File: config.mk
export PLATFORM = sky130hd
export DESIGN_NAME = data_mem_arbiter
export DESIGN_NICKNAME = d
export VERILOG_FILES = /design/src/rtl/data_mem_pkg.sv /design/src/rtl/rr_arbiter2.sv /design/src/rtl/data_mem_arbiter.sv
export SDC_FILE = /design/constraint.sdc
export NUM_CORES = 1
export LEC_CHECK = 0
export BUFFER_PORTS_ARGS = -buffer_cell sky130_fd_sc_hd__buf_2
export CAP_MARGIN = 0
export CORE_MARGIN = 8
export CORE_UTILIZATION = 28
export DETAILED_ROUTE_END_ITERATION = 6
export GPL_TIMING_DRIVEN = 0
export PLACE_DENSITY_LB_ADDON = 0.15
export SETUP_SLACK_MARGIN = 0.15
export SLEW_MARGIN = 20
export SYNTH_ARGS = -nofsm -noshare
export SYNTH_HDL_FRONTEND = slang
export SYNTH_SLANG_ARGS = --single-unit
File: constraint.sdc
create_clock -name CLK -period 3.6 [get_ports CLK]
set_clock_uncertainty 0.1 [all_clocks]
set_input_delay 0.72 -clock CLK [delete_from_list [all_inputs] [get_ports CLK]]
set_output_delay 0.72 -clock CLK [all_outputs]
set_load 0.03 [all_outputs]
File: src/rtl/data_mem_pkg.sv
// Shared types and constants for the data-memory arbiter slice.
package data_mem_pkg;

  typedef enum logic [1:0] {
    IDLE   = 2'd0,
    ACCESS = 2'd1,
    DONE   = 2'd2
  } state_e;

  localparam int unsigned PORT_C = 0;
  localparam int unsigned PORT_D = 1;

  localparam int unsigned MEM_BYTES_DEF = 300;

endpackage

File: src/rtl/rr_arbiter2.sv
// Two-way round-robin arbiter: a lone requester wins, a tie goes to the port not granted last.
module rr_arbiter2
  import data_mem_pkg::*;
(
  input  logic [1:0] i_req,
  input  logic       i_last_grant,  // 1 = D was granted last
  output logic [1:0] o_grant
);

  logic w_c_turn;

  assign w_c_turn        = (i_last_grant == 1'(PORT_D));
  assign o_grant[PORT_C] = i_req[PORT_C] & (~i_req[PORT_D] | w_c_turn);
  assign o_grant[PORT_D] = i_req[PORT_D] & (~i_req[PORT_C] | ~w_c_turn);

endmodule

File: src/rtl/data_mem_arbiter.sv
// Shares the data-memory port between core (C) and debug/DMA (D), sequencing
// IDLE -> ACCESS -> DONE with a one-cycle active-low strobe per access.
module data_mem_arbiter
  import data_mem_pkg::*;
#(
  parameter int unsigned MEM_BYTES = MEM_BYTES_DEF
) (
  input  logic        CLK,
  input  logic        Reset,
  input  logic        c_req,
  input  logic        d_req,
  input  logic        c_we,
  input  logic        d_we,
  input  logic [31:0] c_addr,
  input  logic [31:0] d_addr,
  input  logic [31:0] c_wdata,
  input  logic [31:0] d_wdata,
  output logic        c_ack,
  output logic        d_ack,
  output logic        c_err,
  output logic        d_err,
  output logic [31:0] c_rdata,
  output logic [31:0] d_rdata,
  output logic [31:0] mem_addr,
  output logic [31:0] mem_wdata,
  output logic        mem_rd_n,
  output logic        mem_wr_n,
  input  logic [31:0] mem_rdata,
  output logic        busy
);

  localparam logic [31:0] LastWord = 32'(MEM_BYTES - 4);

  state_e      r_state, w_state_next;
  logic        r_last_grant;
  logic        r_port;
  logic        r_we;
  logic        r_err;
  logic [31:0] r_addr;
  logic [31:0] r_wdata;
  logic [31:0] r_rdata;

  logic [1:0]  w_grant;
  logic        w_sel_d;
  logic [31:0] w_addr;

  rr_arbiter2 u_arb (
    .i_req        ({d_req, c_req}),
    .i_last_grant (r_last_grant),
    .o_grant      (w_grant)
  );

  assign w_sel_d = w_grant[PORT_D];
  assign w_addr  = w_sel_d ? d_addr : c_addr;

  always_ff @(posedge CLK) begin
    if (!Reset) r_state <= IDLE;
    else        r_state <= w_state_next;
  end

  always_comb begin
    w_state_next = r_state;
    case (r_state)
      IDLE:    if (|w_grant) w_state_next = ACCESS;
      ACCESS:  w_state_next = DONE;
      DONE:    w_state_next = IDLE;
      default: w_state_next = IDLE;
    endcase
  end

  // Payload is captured only on the grant edge; later input changes are ignored.
  always_ff @(posedge CLK) begin
    if (!Reset) begin
      r_last_grant <= 1'(PORT_D);
      r_port       <= 1'(PORT_C);
      r_we         <= 1'b0;
      r_err        <= 1'b0;
      r_addr       <= '0;
      r_wdata      <= '0;
      r_rdata      <= '0;
    end else if (r_state == IDLE && |w_grant) begin
      r_last_grant <= w_sel_d;
      r_port       <= w_sel_d;
      r_we         <= w_sel_d ? d_we : c_we;
      r_wdata      <= w_sel_d ? d_wdata : c_wdata;
      r_addr       <= w_addr;
      r_err        <= (w_addr[1:0] != 2'b00) || (w_addr > LastWord);
    end else if (r_state == ACCESS) begin
      r_rdata <= (!r_we && !r_err) ? mem_rdata : 32'h0;
    end
  end

  assign mem_addr  = r_addr;
  assign mem_wdata = r_wdata;
  assign busy      = (r_state != IDLE);

  always_comb begin
    c_ack    = 1'b0;
    d_ack    = 1'b0;
    c_err    = 1'b0;
    d_err    = 1'b0;
    c_rdata  = '0;
    d_rdata  = '0;
    mem_rd_n = 1'b1;
    mem_wr_n = 1'b1;
    case (r_state)
      ACCESS: begin
        if (!r_err) begin
          if (r_we) mem_wr_n = 1'b0;
          else      mem_rd_n = 1'b0;
        end
      end
      DONE: begin
        if (r_port == 1'(PORT_D)) begin
          d_ack   = 1'b1;
          d_err   = r_err;
          d_rdata = r_rdata;
        end else begin
          c_ack   = 1'b1;
          c_err   = r_err;
          c_rdata = r_rdata;
        end
      end
      default: ;
    endcase
  end

endmodule

==> metrics, run 1 <==
result of the run complete, no violations; Core Region 16500 sq um; final estimated routing congestion in global placement between 0.8 and 0.9; most used flip-flop cell after synthesis sky130_fd_sc_hd__dfxtp_1; x dimension of the die 145 um; global-route track usage on met2 approximately 30%; CTS Buf Count 9; TritonCTS clock tree done; Synth Cell Area 4680 sq um; max-cap check violation count 0; post-synthesis sequential area ratio 43.6%; largest voltage drop on the vdd net 0.194 mV; total power density per cell area approximately 470 nW/um^2; filler cell count in the final layout 1797; post-DR vias/cell slightly below 5; number of antenna violations at the first check in global routing 2; largest net degree at the start of global routing 17; final global-route overflow total 0; static leakage around 3.4 nW; layout cell share with drive strength beyond 1 38.1%; Placed Cells approximately 1100; leading cell type by number of instances after synthesis sky130_fd_sc_hd__nand2_1; GR Util met1 21.7%; largest cells by area after synthesis sky130_fd_sc_hd__dfxtp_1 44%, sky130_fd_sc_hd__a311oi_1 12%, sky130_fd_sc_hd__nand2_1 11%; clock slew at reported path FFs 70 ps; vias in the first global route 5539; vertical die dimension approximately 150 um; growth of design area from synthesis to finish 44.9%; Rel. slew slack 46.2%; actual slew at the worst max-slew pin 805 ps; portion of synthesized cell area occupied by the leading cell type between 40% and 50%; boundary pin count 301; Achievable Freq 0.336 GHz; Syn Nets 761; number of port buffers 300; number of buffers on the longest clock path 2; row cnt between 40 and 50; post-detailed-route count of antenna-violating nets 0; initial core utilization 28.4%; synthesis-stage register bit count 102; buffer type at the clock tree root sky130_fd_sc_hd__clkbuf_16; aggregate global-route resource usage between 10% and 20%; synthesized area per cell 7.86 sq um; number of slew-limit violations in the final report 0; DRC violations left 0; core occupancy in the finished layout 41.2%; cell accounting for the most synthesized area sky130_fd_sc_hd__dfxtp_1; detailed-route via count 5458; minimum clock period just under 3000 ps; distinct cell type count of the synthesized netlist 34; number of optimization iterations in the first detailed-route pass 5; GRT Max-Usage Layer met2; Post-synth EDFFs 0; number of H-tree levels 3; Post-DP HPWL 15900 um; post-route fraction of the period consumed by the critical path between 80 and 90%; met3 capacity usage during global routing 5.91%; Post-synth top cells 132 x sky130_fd_sc_hd__nand2_1, 102 x sky130_fd_sc_hd__dfxtp_1, 100 x sky130_fd_sc_hd__nor2_1, 66 x sky130_fd_sc_hd__and2_1, 63 x sky130_fd_sc_hd__a311oi_1; setup tns final 0 ps; clock net sink count 102; non-filler cells in the finished layout 1132; count of yosys warnings during synthesis 0; Setup Crit Path Kind reg2out; total detailed-routing wirelength between 15000 and 20000 um; Routed wire per std cell 17.5 um; wire length of the first global-routing pass ~31000 um; Worst Hold Class reg2reg; final setup violation count 0; Crit path required time 2780 ps; count of endpoints failing hold in the final timing report 0; Total Nets Final between 1000 and 1500; post-cts sizing count 0; number of standard cells after synthesis 595; Post-CTS Hold Fix Bufs 0; drt first-iter violations 233; number of post-CTS setup repair buffers 0; fraction of registers with async set or reset after synthesis 0%; CP arrival around 2200 ps; RSZ-0062 raised after global routing no; category of the worst setup path launch point flop; Critical Path Sink Type primary output; full die area between 20000 and 25000 sq um; Design Power 3.16 mW; critical path peak fanout 10; source-to-sink clock delay at the later pin of the worst-skew pair 340 ps; Worst Hold Margin between 300 and 400 ps
[path summary, 6_finish.rpt]
| check | start | to | slack, ps | cells after the start |
|---|---|---|---|---|
| max | r_state[1]$_SDFFE_PN0P_ | c_rdata[7] | 620 | 4 |
| min | r_port$_SDFFE_PN0P_ | r_port$_SDFFE_PN0P_ | 380 | 2 |
| max reg2reg | r_last_grant$_SDFFE_PN1P_ | r_err$_SDFFE_PN0P_ | 1770 | 6 |
| min reg2reg | r_port$_SDFFE_PN0P_ | r_port$_SDFFE_PN0P_ | 380 | 2 |
[cell usage in the layout, fill, tap and decap left out, types with 2 or more instances in the layout]
cell / synthesis / layout
sky130_fd_sc_hd__a31oi_1: 2 / 2
sky130_fd_sc_hd__clkbuf_1: 26 / 27
sky130_fd_sc_hd__dfxtp_1: 102 / 102
sky130_fd_sc_hd__nor4_1: 13 / 13
sky130_fd_sc_hd__clkbuf_16: 0 / 9
sky130_fd_sc_hd__and2_1: 66 / 66
sky130_fd_sc_hd__a311oi_1: 63 / 63
sky130_fd_sc_hd__inv_1: 3 / 3
sky130_fd_sc_hd__nand3_1: 2 / 2
sky130_fd_sc_hd__a211oi_1: 2 / 2
sky130_fd_sc_hd__o21ai_0: 4 / 4
sky130_fd_sc_hd__buf_2: 22 / 322
sky130_fd_sc_hd__nand4_1: 4 / 4
sky130_fd_sc_hd__buf_6: 4 / 4
sky130_fd_sc_hd__bufinv_16: 0 / 2
sky130_fd_sc_hd__nor2_1: 100 / 100
sky130_fd_sc_hd__a22oi_1: 32 / 32
sky130_fd_sc_hd__nand2_1: 132 / 132
[kinds of logic after synthesis]
group	synth area share, %
compound gates	19.2
simple gates	31.4
flops	43.6
buf+inv	5.80
[sequential cells by signal, indices dropped and copies added, names as in the netlist]
name / count
r_port: 1
r_last_grant: 1
r_state: 2
mem_wdata: 32
r_rdata: 32
r_we: 1
mem_addr: 32
r_err: 1
[report_power, final]
part	total [mW]	switching [mW]	internal (mW)
combinational	0.788	0.522	0.267
clock	1.07	0.441	0.631
sequential	1.30	0.0611	1.24
[critical path: stages (launching register included)]
cell	delay, ps
sky130_fd_sc_hd__dfxtp_1	340
sky130_fd_sc_hd__nor3b_1	670
sky130_fd_sc_hd__clkbuf_1	350
sky130_fd_sc_hd__and2_1	230
sky130_fd_sc_hd__buf_2	220
[per-layer routing]
| layer | routed length (um) | vias to the layer above |
|---|---|---|
| met1 | 8580 | 2485 |
| met3 | 1650 | 24 |
| li1 | - | 2695 |
| met4 | 346 | 2 |
| met2 | 9260 | 252 |
| met5 | 8 | - |
[stage by stage]
stage          setup WS, ps  area (sq um)
3_3_place_gp            923          6460
2_1_floorplan          1240          4680
6_report                622          6780
5_1_grt                 460          6780
4_1_cts                 515          6780
3_5_place_dp            904          6460
[cell type report]
cell class,instances,area [sq um],share of cell area [%]
Antenna cell,1,2.50,0.0369
Tap cell,220,275,4.06
Clock inverter,5,81.3,1.20
Inverter,4,15.0,0.221
Multi-Input combinational cell,436,2370,34.9
Timing Repair Buffer,300,1500,22.1
Buffer,53,256,3.78
Clock buffer,11,243,3.58
Sequential cell,102,2040,30.1
No activity file was read; power rests on OpenSTA's default activity.
==> run 2: changes to the inputs <==
- clock period: 3.6 -> 2.55 ns (I/O delays scaled with it)
==> run 2 against run 1 <==
  * Sequential share of layout area is 0.18 points lower
  * Utilization increased by 0.24 points
  * Via count about the same
  * Count of clock-buffer cells in the layout unchanged
  * Worst setup slack worse by 390 ps
  * Total power increased by 41%
  * Largest power group unchanged
  * Critical path type unchanged
==> metrics, run 2 (same netlist as run 1, synthesis figures left out) <==
filler cell count in the final layout 1785; total detailed-routing wirelength between 15000 and 20000 um; Rel. slew slack 55.2%; cell with the largest stage delay on the worst path sky130_fd_sc_hd__dfxtp_1; setup tns final 0 ps; gate family responsible for the most delay along the worst path simple AND/OR/NAND/NOR gates; Seq. cell area just over 2000 sq um; final setup violation count 0; CP peak stage delay 410 ps; number of port buffers 300; largest net degree at the start of global routing 17; minimum clock period between 2000 and 2500 ps; total power density per cell area 654 nW/um^2; largest voltage drop on the vdd net 0.273 mV; Reg2Reg Capture Point r_err$_SDFFE_PN0P_; number of optimization iterations in the first detailed-route pass 4; reg-to-reg startpoint r_last_grant$_SDFFE_PN1P_; worst hold path endpoint r_last_grant$_SDFFE_PN1P_; boundary pin count around 300; aggregate global-route resource usage a little under a fifth; post-DR vias/cell 4.81; count of endpoints failing hold in the final timing report 0; CP arrival 1710 ps; growth of design area from synthesis to finish 45.8%; WHS Path Cells 2; number of H-tree levels 3; Post-CTS Hold Fix Bufs 0; R2R setup slack 690 ps; TritonCTS clock tree done; start point of the worst min-delay path Reset; buffer type at the clock tree root sky130_fd_sc_hd__clkbuf_16; number of buffers on the longest clock path 2; Achievable Freq between 0.4 and 0.5 GHz; post-detailed-route count of antenna-violating nets 0; actual slew at the worst max-slew pin 666 ps; drt first-iter violations 215; x dimension of the die approximately 150 um; Setup Crit Path Kind reg2out; vias in the first global route between 5000 and 6000; Total Nets Final roughly 1100; full die area approximately 21000 sq um; source-to-sink clock delay at the later pin of the worst-skew pair 340 ps; wire length of the first global-routing pass 30900 um; most frequent cells in the layout 321 x sky130_fd_sc_hd__buf_2, 132 x sky130_fd_sc_hd__nand2_1, 102 x sky130_fd_sc_hd__dfxtp_1; DRC violations left 0; row cnt 47; static leakage 3.40 nW; initial core utilization 28.4%; layout cell share with drive strength beyond 1 39.1%; clock slew at reported path FFs 70 ps; core occupancy in the finished layout 41.4%; Buf/Inv on CP 2; detailed-route via count 5454; leading cell type in the layout, fill and taps excluded sky130_fd_sc_hd__buf_2; multi-input logic area 2380 sq um; final global-route overflow total 0; clock net sink count 102; vertical die dimension between 100 and 150 um; RSZ-0062 raised after global routing yes; Routed wire per std cell 17.5 um; Worst Hold Margin 290 ps; length in cells of the worst reg-to-reg path 6; Crit path required time 1940 ps; Post-DP HPWL approximately 16000 um; cell breakdown of the critical path and3b_1, clkbuf_2, and2_1, buf_2; number of antenna violations at the first check in global routing 2; category of the worst setup path launch point flop; result of the run complete, no violations; Critical Path Sink Type primary output; Core Region 16500 sq um; Worst Hold Class in2reg; CTS Buf Count 9; critical path peak fanout 10; final estimated routing congestion in global placement 0.843; post-route fraction of the period consumed by the critical path ~90%; number of slew-limit violations in the final report 0; max-cap check violation count 0
## run 2: cell types whose count changed in the layout (fill, tap and decap cells not counted), sizes merged
| cell | before | now |
|---|---|---|
| clkbuf | 37 | 38 |
## run 2: what timing repair did
item,in CTS,in global routing
pin swaps,0,0
endpoints found under the setup margin,36,50
setup buffers,0,1
gates cloned,0,0
gates resized for setup,6,13
## run 2: metrics by stage
step                worst slack (ps)  instances  instance area, sq um  power, mW
finish                           229       1133                  6820       4.46
global route                    64.1       1133                  6820       4.69
global placement                82.6       1115                  6460       2.99
detailed placement              64.0       1115                  6460       2.99
floorplan                        399        595                  4680       2.54
CTS                              126       1131                  6800       4.52
## run 2: area by class of cell
cell class	instances	share of cell area (%)
Multi-Input combinational cell	436	34.9
Sequential cell	102	29.9
Timing Repair Buffer	301	22.1
Tap cell	220	4.03
Buffer	53	3.98
Clock buffer	11	3.56
Clock inverter	5	1.19
Inverter	4	0.220
Antenna cell	1	0.0367
## run 2: worst reg2reg max path, cell delays in order (launching register included)
cell and delay, ps:
sky130_fd_sc_hd__dfxtp_1 380, sky130_fd_sc_hd__a21bo_2 140, sky130_fd_sc_hd__buf_2 150, sky130_fd_sc_hd__buf_2 270, sky130_fd_sc_hd__buf_2 290, sky130_fd_sc_hd__o311ai_0 260
sky130_fd_sc_hd__a31oi_1 210
## run 2: how the worst max path moves through the flow
stage | endpoint | start | cells after the start
floorplan | c_rdata[22] | r_state[1]$_SDFFE_PN0P_ | 3
global placement | c_rdata[7] | r_state[1]$_SDFFE_PN0P_ | 4
detailed placement | c_rdata[7] | r_state[1]$_SDFFE_PN0P_ | 4
CTS | d_rdata[9] | r_port$_SDFFE_PN0P_ | 4
global route | mem_rd_n | r_state[0]$_SDFFE_PN0P_ | 6
finish | d_rdata[10] | r_port$_SDFFE_PN0P_ | 4
## run 2: where the power goes
| group | internal (mW) | total, mW | switching (mW) | leakage (nW) |
|---|---|---|---|---|
| Sequential | 1.75 | 1.84 | 0.0890 | 0.841 |
| Combinational | 0.382 | 1.12 | 0.737 | 2.40 |
| Clock | 0.890 | 1.51 | 0.618 | 0.156 |
## run 2: per-layer routing
layer / share of wire, % / up-vias / GRT usage (%) / wire length (um)
li1: - / 2695 / - / -
met2: 47 / 238 / 29.9 / 9320
met3: 8.1 / 24 / 5.91 / 1600
met5: 0.040 / - / 0 / 8
met4: 1.7 / 2 / 5.88 / 343
met1: 43 / 2495 / 21.7 / 8540
